[config.mk]
export PLATFORM = sky130hd
export DESIGN_NAME = mem_port_arbiter
export DESIGN_NICKNAME = d
export VERILOG_FILES = /design/src/rtl/mem_port_arbiter_pkg.sv /design/src/rtl/mem_arb_grant.sv /design/src/rtl/mem_port_arbiter.sv
export SDC_FILE = /design/constraint.sdc
export NUM_CORES = 1
export LEC_CHECK = 0
export CORE_AREA = 4 4 107 109
export CTS_BUF_LIST = sky130_fd_sc_hd__clkbuf_8 sky130_fd_sc_hd__clkbuf_16
export DETAILED_ROUTE_END_ITERATION = 10
export DIE_AREA = 0 0 111 113
export PLACE_DENSITY = 0.92
export SLEW_MARGIN = 5
export SYNTH_ARGS = -nofsm -noshare
export SYNTH_HDL_FRONTEND = slang
export SYNTH_SLANG_ARGS = --single-unit
[constraint.sdc]
create_clock -name clk -period 5.4 [get_ports clk]
set_input_delay 1.62 -clock clk [delete_from_list [all_inputs] [get_ports clk]]
set_output_delay 1.62 -clock clk [all_outputs]
set_load 0.05 [all_outputs]
[src/rtl/mem_port_arbiter_pkg.sv]
`default_nettype none
// ============================================================================
// Module      : mem_port_arbiter_pkg
// Description : Shared types and constants for the memory-port arbiter.
//               This package holds the arbiter state and owner encodings and
//               the memory access size codes that the control unit also uses.
//               It also provides the alignment check that the arbiter
//               applies when it accepts a request.
// Revision    : 1.0 - initial release
// ============================================================================
package mem_port_arbiter_pkg;

    localparam int DATA_WIDTH = 32;

    localparam logic [1:0] MEM_SIZE_B = 2'b00;
    localparam logic [1:0] MEM_SIZE_H = 2'b01;
    localparam logic [1:0] MEM_SIZE_W = 2'b10;

    typedef enum logic [1:0] {
        IDLE = 2'd0,
        REQ  = 2'd1,
        RESP = 2'd2,
        ERR  = 2'd3
    } arb_state_t;

    typedef enum logic [1:0] {
        OWN_NONE = 2'd0,
        OWN_IF   = 2'd1,
        OWN_D    = 2'd2
    } arb_owner_t;

    // A half access needs an even address. A word access needs a
    // word-aligned address. A byte access is always aligned.
    function automatic logic is_misaligned(input logic [1:0] size,
                                           input logic [1:0] addr_lsb);
        logic r;
        r = 1'b0;
        if (size == MEM_SIZE_H)
            r = addr_lsb[0];
        else if (size == MEM_SIZE_W)
            r = (addr_lsb != 2'b00);
        return r;
    endfunction

endpackage
`default_nettype wire

[src/rtl/mem_arb_grant.sv]
`default_nettype none
// ============================================================================
// Module      : mem_arb_grant
// Description : One-hot grant between the fetch port and the data port.
//               Data has priority. A counter counts consecutive data grants
//               taken while a fetch is waiting. When that counter reaches
//               MAX_D_BURST, the fetch port wins the next contested grant.
// Ports       : clk, rst_n           - clock, async active-low reset
//               if_valid, d_valid    - requester valids
//               enable               - arbiter able to accept (IDLE)
//               accept               - a grant was taken this cycle
//               grant_if, grant_d    - one-hot grant (combinational)
// Revision    : 1.0 - initial release
// ============================================================================
module mem_arb_grant #(
    parameter int MAX_D_BURST = 4
) (
    input  logic clk,
    input  logic rst_n,
    input  logic if_valid,
    input  logic d_valid,
    input  logic enable,
    input  logic accept,
    output logic grant_if,
    output logic grant_d
);

    localparam logic [3:0] c_max_burst = 4'(MAX_D_BURST);

    logic [3:0] r_burst_cnt;
    logic       w_fetch_turn;

    assign w_fetch_turn = (r_burst_cnt == c_max_burst) && if_valid;
    assign grant_d      = enable && d_valid && !w_fetch_turn;
    assign grant_if     = enable && if_valid && !grant_d;

    always_ff @(posedge clk or negedge rst_n) begin
        if (!rst_n) begin
            r_burst_cnt <= 4'd0;
        end else if (accept) begin
            // Only a data grant taken over a waiting fetch extends the burst.
            if (grant_d && if_valid) begin
                if (r_burst_cnt != c_max_burst)
                    r_burst_cnt <= r_burst_cnt + 4'd1;
            end else begin
                r_burst_cnt <= 4'd0;
            end
        end
    end

endmodule
`default_nettype wire

[src/rtl/mem_port_arbiter.sv]
`default_nettype none
// ============================================================================
// Module      : mem_port_arbiter
// Description : Puts the fetch requester and the load/store requester onto
//               one req/gnt/rvalid memory port, one transaction at a time.
//               Each response goes back to the requester that owns it.
//               A misaligned request gets an error response and never
//               reaches the memory.
// Ports       : clk, rst_n                    - clock, async active-low reset
//               if_req_* / if_addr / if_resp_*  - fetch requester
//               d_req_* / d_* / d_resp_*        - load/store requester
//               mem_*                           - downstream memory port
//               busy                            - arbiter not idle
// Revision    : 1.0 - initial release
// ============================================================================
module mem_port_arbiter
    import mem_port_arbiter_pkg::*;
#(
    parameter int ADDR_WIDTH  = 32,
    parameter int MAX_D_BURST = 4
) (
    input  logic                  clk,
    input  logic                  rst_n,
    input  logic                  if_req_valid,
    output logic                  if_req_ready,
    input  logic [ADDR_WIDTH-1:0] if_addr,
    output logic                  if_resp_valid,
    output logic                  if_resp_err,
    output logic [DATA_WIDTH-1:0] if_rdata,
    input  logic                  d_req_valid,
    output logic                  d_req_ready,
    input  logic [ADDR_WIDTH-1:0] d_addr,
    input  logic                  d_we,
    input  logic [DATA_WIDTH-1:0] d_wdata,
    input  logic [1:0]            d_size,
    input  logic                  d_sign,
    output logic                  d_resp_valid,
    output logic                  d_resp_err,
    output logic [DATA_WIDTH-1:0] d_rdata,
    output logic                  mem_req,
    input  logic                  mem_gnt,
    output logic [ADDR_WIDTH-1:0] mem_addr,
    output logic                  mem_we,
    output logic [DATA_WIDTH-1:0] mem_wdata,
    output logic [1:0]            mem_size,
    output logic                  mem_sign,
    input  logic                  mem_rvalid,
    input  logic [DATA_WIDTH-1:0] mem_rdata,
    output logic                  busy
);

    arb_state_t r_state, w_state_nxt;
    arb_owner_t r_owner;

    logic w_grant_if, w_grant_d, w_accept, w_misaligned, w_enable;

    // Gating with rst_n keeps both readys low while reset is held.
    assign w_enable = rst_n && (r_state == IDLE);
    assign w_accept = w_grant_if || w_grant_d;

    mem_arb_grant #(
        .MAX_D_BURST (MAX_D_BURST)
    ) u_grant (
        .clk      (clk),
        .rst_n    (rst_n),
        .if_valid (if_req_valid),
        .d_valid  (d_req_valid),
        .enable   (w_enable),
        .accept   (w_accept),
        .grant_if (w_grant_if),
        .grant_d  (w_grant_d)
    );

    assign if_req_ready = w_grant_if;
    assign d_req_ready  = w_grant_d;
    assign busy         = (r_state != IDLE);
    assign mem_req      = (r_state == REQ);

    assign w_misaligned = w_grant_d ? is_misaligned(d_size, d_addr[1:0])
                                    : is_misaligned(MEM_SIZE_W, if_addr[1:0]);

    always_comb begin
        w_state_nxt = r_state;
        case (r_state)
            IDLE:    if (w_accept) w_state_nxt = w_misaligned ? ERR : REQ;
            REQ:     if (mem_gnt) w_state_nxt = RESP;
            RESP:    if (mem_rvalid) w_state_nxt = IDLE;
            ERR:     w_state_nxt = IDLE;
            default: w_state_nxt = IDLE;
        endcase
    end

    always_ff @(posedge clk or negedge rst_n) begin
        if (!rst_n) begin
            r_state   <= IDLE;
            r_owner   <= OWN_NONE;
            mem_addr  <= '0;
            mem_we    <= 1'b0;
            mem_wdata <= '0;
            mem_size  <= 2'b00;
            mem_sign  <= 1'b0;
        end else begin
            r_state <= w_state_nxt;
            if (w_accept) begin
                if (w_grant_d) begin
                    r_owner   <= OWN_D;
                    mem_addr  <= d_addr;
                    mem_we    <= d_we;
                    mem_wdata <= d_wdata;
                    mem_size  <= d_size;
                    mem_sign  <= d_sign;
                end else begin
                    r_owner   <= OWN_IF;
                    mem_addr  <= if_addr;
                    mem_we    <= 1'b0;
                    mem_wdata <= '0;
                    mem_size  <= MEM_SIZE_W;
                    mem_sign  <= 1'b0;
                end
            end else if (w_state_nxt == IDLE) begin
                r_owner <= OWN_NONE;
            end
        end
    end

    // Responses are combinational. Read data passes through in the same
    // cycle as mem_rvalid. The requester that does not own the response
    // sees zero data.
    always_comb begin
        if_resp_valid = 1'b0;
        if_resp_err   = 1'b0;
        if_rdata      = '0;
        d_resp_valid  = 1'b0;
        d_resp_err    = 1'b0;
        d_rdata       = '0;
        if (r_state == RESP && mem_rvalid) begin
            if (r_owner == OWN_IF) begin
                if_resp_valid = 1'b1;
                if_rdata      = mem_rdata;
            end else if (r_owner == OWN_D) begin
                d_resp_valid = 1'b1;
                d_rdata      = mem_rdata;
            end
        end else if (r_state == ERR) begin
            if (r_owner == OWN_IF) begin
                if_resp_valid = 1'b1;
                if_resp_err   = 1'b1;
            end else if (r_owner == OWN_D) begin
                d_resp_valid = 1'b1;
                d_resp_err   = 1'b1;
            end
        end
    end

endmodule
`default_nettype wire

==> metrics.cfg, run 1 <==
[cts]
cts_max_level = 3
ctsHoldBuffers = 0
clk_latency_ns = 0.34
cts_tree = yes
root_buffer = clkbuf_8
ctsResizeCount = 0
ctsLongestPathBuffers = 2
clk_pin_slew_ns = 0.08
cts_buffers = 9
cts.sinks = 76
cts_setup_buffers = 0

[synthesis]
synthesis.nets = 536
yosys.area.top_type = dfrtp_1
synthesis.area_mm2 = 0.00380
ys_ff_latch = 76
ys_warn_count = 0
netlist.area_leader.share = 0.500
syn_inst = 396
ys_top_cells_by_area = dfrtp_1 (50%), and2_1 (11%), a22o_1 (8.1%), nand3b_1 (6.9%), o21ai_0 (5.3%)
synth_edf_count = 0
avgSynthCellArea_um2 = 9.60
synthArstFlopShare = 1.00
ys_types = 31
seq_area_frac_synth = 0.500
synth_flop_cell = dfrtp_1

[setup_path]
rrSetupSlack_ns = 3.12
worst_ep_required_time_ns = 3.78
path_buf_inv = 2
crit_family = buffers and inverters
max_stage_delay_ns = 0.82
crit_chain = clkdlybuf4s50_1 -> nor2_1 -> nor2_1 -> clkdlybuf4s50_1
start_kind = input pin
crit_path_end_kind = primary output
path_class = input pin to primary output
crit_path_max_fanout = 3
cp_slowest_cell = clkdlybuf4s50_1
arrival_ns = 3.12

[floorplan]
start_util = 0.359
die_width_um = 111
rows = 38
io_pins = 278
die_area_mm2 = 0.0125
die_h_um = 113
core_mm2 = 0.0106

[outcome]
status = finished, final reports clean

[power_and_ir_drop]
peakVddDrop_v = 0.000385
p_seq_frac = 0.273
p_int_mw = 1.84
swShare = 0.496
power_frac_comb = 0.611
leakage_nw = 3.11
p_clk_frac = 0.116
power.density_mw_per_mm2 = 484
netSwitchingPower_mw = 1.81

[place]
gp_congestion = 0.936
dpl.hpwl_um = 11900
io_buffers = 277
dpl.cell_count = 792

[sta]
fin_hold_ws_ns = 0.499
grt_setup_unrepaired = no
period_share = 0.878
hold_viol = 0
setup_viol = 0
fmax_ghz = 0.211
setup_tns_ns = 0
worst_slew_pin_slew_ns = 0.951
period_minus_slack_ns = 4.74
slew_headroom = 0.366
skew_ns = 0.00841
maxSlewViolCount = 0

[global_route]
grt_pass1_vias = 4420
antenna_found_initial = 0
grt_max_degree = 78
grt_overflow_total = 0
track_usage = 0.238
grt_pass1_wl_um = 23800

[finish]
final.fill_count = 753
seq_area_mm2 = 0.00190
area_delta_synth_final_pct = 98.1
diodes = 0
finalNetCount = 803
finalNonFillerCells = 808
post-route-util = 0.710
layout-drive-gt1-share = 0.147
multiInputGateArea_mm2 = 0.00172

[min_path]
hold_class = register to register

[routing]
firstDrtPassIters = 4
drtIter0Drc = 257
wl_um = 15300
vias_per_cell = 5.06
drc = 0
ant_nets = 0
post_drt_wl_per_cell_um = 18.9
via_count = 4086

[flow_run]
drv_cap = 0

## stage by stage
stage	area, um2	power [mW]	setup WS (ns)
finish	7530	3.64	0.661
global route	7530	3.81	0.623
CTS	7530	3.67	0.674
detailed placement	7340	3.23	0.677
global placement	7340	3.17	0.690
floorplan	3800	2.34	0.960
## worst register-to-register path: cells and delay by family (launching register included)
kind | cells | cell delay (ns)
adder cells (fa/ha/maj) | 1 | 0.15
flip-flops | 1 | 0.43
AND/OR/NAND/NOR | 2 | 0.36
AO/OA/AOI/OAI | 3 | 0.63
buffers and inverters | 2 | 0.59
## cell type report
class / count / area share
Sequential cell: 76 / 0.253
Timing Repair Buffer: 288 / 0.467
Inverter: 7 / 0.00349
Multi-Input combinational cell: 281 / 0.229
Tap cell: 140 / 0.0233
Clock inverter: 7 / 0.00914
Clock buffer: 9 / 0.0164
## power groups by stage
| stage | sequential [mW] | clock [mW] | combinational, mW |
|---|---|---|---|
| 6_report | 0.993 | 0.424 | 2.23 |
| 5_1_grt | 1.02 | 0.461 | 2.33 |
| 4_1_cts | 0.990 | 0.436 | 2.24 |
| 3_5_place_dp | 0.991 | 0 | 2.24 |
| 3_3_place_gp | 0.979 | 0 | 2.19 |
| 2_1_floorplan | 1.80 | 0 | 0.542 |
## routing by layer
metal	GRT usage	wire length, um
met1	0.275	5840
met2	0.426	7950
met3	0.0663	1040
met4	0.0846	474
met5	0	0
## cell usage after synthesis, drive strengths merged (2+ instances only)
library cell	count
buf	16
a22o	35
nor3	2
inv	7
ha	2
nand3b	35
a21oi	36
o21ai	41
and2	64
or2	2
clkbuf	16
nand2	10
nor2	42
dfrtp	76
## worst paths after layout
kind | start | endpoint | depth (start not counted)
worst min-delay path | u_grant.r_burst_cnt[3] | u_grant.r_burst_cnt[3] | 1
worst max-delay path | mem_rvalid | if_resp_valid | 4
worst max register to register | u_grant.r_burst_cnt[0] | r_owner[1] | 8
max in group asynchronous | rst_n | mem_addr[18] | 2
worst min register to register | u_grant.r_burst_cnt[3] | u_grant.r_burst_cnt[3] | 1
min in group asynchronous | rst_n | mem_addr[30] | 2
## cells by family (layout without fill, tap and decap cells)
family,count (synthesis),count (layout),share of synthesized area
XOR/XNOR,1,1,0.00230
AO/OA/AOI/OAI,118,118,0.196
AND/OR/NAND/NOR,160,160,0.245
adder cells (fa/ha/maj),2,2,0.00658
buffers and inverters,39,311,0.0500
flip-flops,76,76,0.500
## cells in the final DEF (no fill, tap or decap)
cell	Yosys	final
a41o_1	1	1
nand4b_1	1	1
nor3_1	1	1
clkinv_4	0	2
or2_1	1	1
xnor2_1	1	1
nor3_4	0	1
bufinv_16	0	1
nand3_1	1	1
nor3b_4	1	1
or2_2	1	1
o31ai_1	1	1
ha_1	2	2
nor2_1	42	42
o21ai_2	0	1
o21a_1	1	1
clkdlybuf4s50_1	0	210
clkinv_2	0	2
buf_12	0	66
and2_1	64	64
a21oi_1	36	36
nand4_1	1	1
dfrtp_1	76	76
o221ai_1	1	1
a211oi_1	1	1
clkbuf_8	0	9
nand3b_1	35	35
buf_4	7	12
nand2_1	10	9
clkinvlp_4	0	1
inv_1	7	8
o2111a_1	1	1
nand2_2	0	1
o21ai_0	40	40
a22o_1	35	35
nor2b_1	1	1
## state kept, by name (all words and copies together), names as in the netlist
signal	count
mem_addr	32
mem_sign	1
mem_size	2
mem_wdata	32
mem_we	1
r_owner	2
r_state	2
u_grant.r_burst_cnt	4
Note: power is estimated with default switching activity, not from simulation.
==> run 2: changes to the inputs <==
--- a/config.mk
+++ b/config.mk
@@ -5,6 +5,7 @@
 export SDC_FILE = /design/constraint.sdc
 export NUM_CORES = 1
 export LEC_CHECK = 0
+export CAP_MARGIN = 20
 export CORE_AREA = 4 4 107 109
 export CTS_BUF_LIST = sky130_fd_sc_hd__clkbuf_8 sky130_fd_sc_hd__clkbuf_16
 export DETAILED_ROUTE_END_ITERATION = 10
==> results of run 2 <==
Final layout, timing and power as in run 1 (identical DEF).
==> run 3: changes to the inputs <==
--- a/config.mk
+++ b/config.mk
@@ -6,11 +6,14 @@
 export NUM_CORES = 1
 export LEC_CHECK = 0
 export CAP_MARGIN = 20
-export CORE_AREA = 4 4 107 109
+export CELL_PAD_IN_SITES_DETAIL_PLACEMENT = 0
+export CELL_PAD_IN_SITES_GLOBAL_PLACEMENT = 1
+export CORE_AREA = 4 4 126 128
 export CTS_BUF_LIST = sky130_fd_sc_hd__clkbuf_8 sky130_fd_sc_hd__clkbuf_16
 export DETAILED_ROUTE_END_ITERATION = 10
-export DIE_AREA = 0 0 111 113
-export PLACE_DENSITY = 0.92
+export DIE_AREA = 0 0 130 132
+export GPL_ROUTABILITY_DRIVEN = 0
+export PLACE_DENSITY = 0.94
 export SLEW_MARGIN = 5
 export SYNTH_ARGS = -nofsm -noshare
 export SYNTH_HDL_FRONTEND = slang
==> run 3 against run 2 <==
Maximum frequency is 0.68% lower. Worst hold slack lost 0.019 ns. Utilization is 19 points lower. Routed wire length down 5.6%. Register-to-register slack got worse by 0.03 ns. Total power is 3.1% higher. Clock power up 30%. Count of clock-buffer cells in the layout increased by 1.
==> metrics.cfg, run 3 (same netlist as run 1, synthesis figures left out) <==
[outcome]
status = finished, final reports clean

[routing]
vias_per_cell = 4.55
ant_nets = 0
highest_layer = met4
wl_met3_um = 922
via_count = 3884
post_drt_wl_per_cell_um = 16.9
wl_um = 14400
drtIter0Drc = 208
drc = 0
wirelength_met1_um = 5920
route.met2.wl_um = 7420
firstDrtPassIters = 4

[place]
dpl.hpwl_um = 11200
io_buffers = 277
placed_area_mm2 = 0.00739

[setup_path]
start_kind = input pin
path_class = input pin to primary output
crit_path_max_fanout = 3
r2r-start = u_grant.r_burst_cnt[0]
worst_ep_required_time_ns = 3.78
arrival_ns = 3.15
max_stage_delay_ns = 0.82
cp_slowest_cell = clkdlybuf4s50_1
rrSetupSlack_ns = 3.09
worstReg2RegEnd = r_owner[0]
r2r_cells = 8
crit_chain = clkdlybuf4s50_1 -> nor2_1 -> nor2_1 -> clkdlybuf4s50_1
crit_path_end_kind = primary output

[power_and_ir_drop]
total_power_mw = 3.76
power.density_mw_per_mm2 = 490
leakage_nw = 3.13
peakVddDrop_v = 0.000310

[floorplan]
die_h_um = 132
die_area_mm2 = 0.0172
rows = 45
die_width_um = 130
core_mm2 = 0.0149
start_util = 0.256
io_pins = 278

[sta]
maxSlewViolCount = 0
period_minus_slack_ns = 4.77
setup_tns_ns = 0
grt_setup_unrepaired = no
slew_headroom = 0.340
setup_viol = 0
period_share = 0.884
skew_ns = 0.00571
fmax_ghz = 0.210
worst_slew_pin_slew_ns = 0.986
hold_viol = 0

[min_path]
holdPathEnd = u_grant.r_burst_cnt[3]
hold_class = register to register
worstHoldPathCells = 1
hold_start = u_grant.r_burst_cnt[3]

[cts]
clk_pin_slew_ns = 0.06
cts_tree = yes
clk_latency_ns = 0.33
cts.sinks = 76
cts_buffers = 9
cts_max_level = 3
cts_setup_buffers = 0
ctsLongestPathBuffers = 2
ctsHoldBuffers = 0
ctsResizeCount = 0
root_buffer = clkbuf_16

[finish]
multiInputGateArea_mm2 = 0.00173
diodes = 0
area_delta_synth_final_pct = 102
final_common_cell = clkdlybuf4s50_1
final.fill_count = 1311
layout-drive-gt1-share = 0.146
postLayoutCellArea_mm2 = 0.00767
layout_common_cells = clkdlybuf4s50_1 (210), dfrtp_1 (76), buf_12 (66)
top_regs = mem_addr: 32 flops, mem_wdata: 32 flops, u_grant.r_burst_cnt: 4 flops
seq_area_mm2 = 0.00190
finalNetCount = 801

[global_route]
grt_pass1_wl_um = 22500
grt_max_degree = 77
antenna_found_initial = 0
grt_overflow_total = 0
grt_pass1_vias = 4162
track_usage = 0.164

[flow_run]
drv_cap = 0

run 3: cell count changes in the layout (fill, tap and decap cells not counted), moves of 2 or more:
cell	delta
clkinvlp_4	+3
clkbuf_8	-8
buf_4	-2
clkinv_4	-2
clkbuf_16	+9
run 3: critical path, delay by kind of cell:
kind / cells / cell delay [ns]
buf+inv: 2 / 1.32
simple gates: 2 / 0.20
run 3: final cells by class:
type | count | area share
Timing Repair Buffer | 286 | 0.456
Sequential cell | 76 | 0.248
Multi-Input combinational cell | 281 | 0.225
Clock buffer | 10 | 0.0312
Tap cell | 188 | 0.0307
Clock inverter | 6 | 0.00522
Inverter | 7 | 0.00343
run 3: layer usage:
layer / up-vias / GRT usage
met5: - / 0
li1: 1899 / -
met4: 0 / 0.0335
met1: 1844 / 0.206
met2: 125 / 0.284
met3: 16 / 0.0417
run 3: report_power, final:
group	leakage (nW)	internal, mW	total [mW]	switching, mW
Clock	0.127	0.322	0.553	0.232
Combinational	2.08	0.800	2.22	1.42
Sequential	0.914	0.826	0.985	0.159
Total	3.13	1.95	3.76	1.81
run 3: metrics by stage:
step                utilization  hold WS (ns)  cells  setup slack, ns
floorplan                     -         0.436    396            0.960
global placement          0.497         0.457    838            0.669
detailed placement        0.497         0.469    838            0.656
CTS                       0.516         0.483    854            0.637
global route              0.516         0.494    854            0.604
finish                    0.516         0.481    854            0.628
run 3: how the worst max path moves through the flow:
stage                 startpoint       endpoint  depth (start not counted)
CTS                 if_req_valid   if_req_ready                          5
global route        if_req_valid   if_req_ready                          5
finish                mem_rvalid  if_resp_valid                          4
floorplan                  rst_n   if_req_ready                          3
global placement      mem_rvalid  if_resp_valid                          4
detailed placement  if_req_valid   if_req_ready                          5
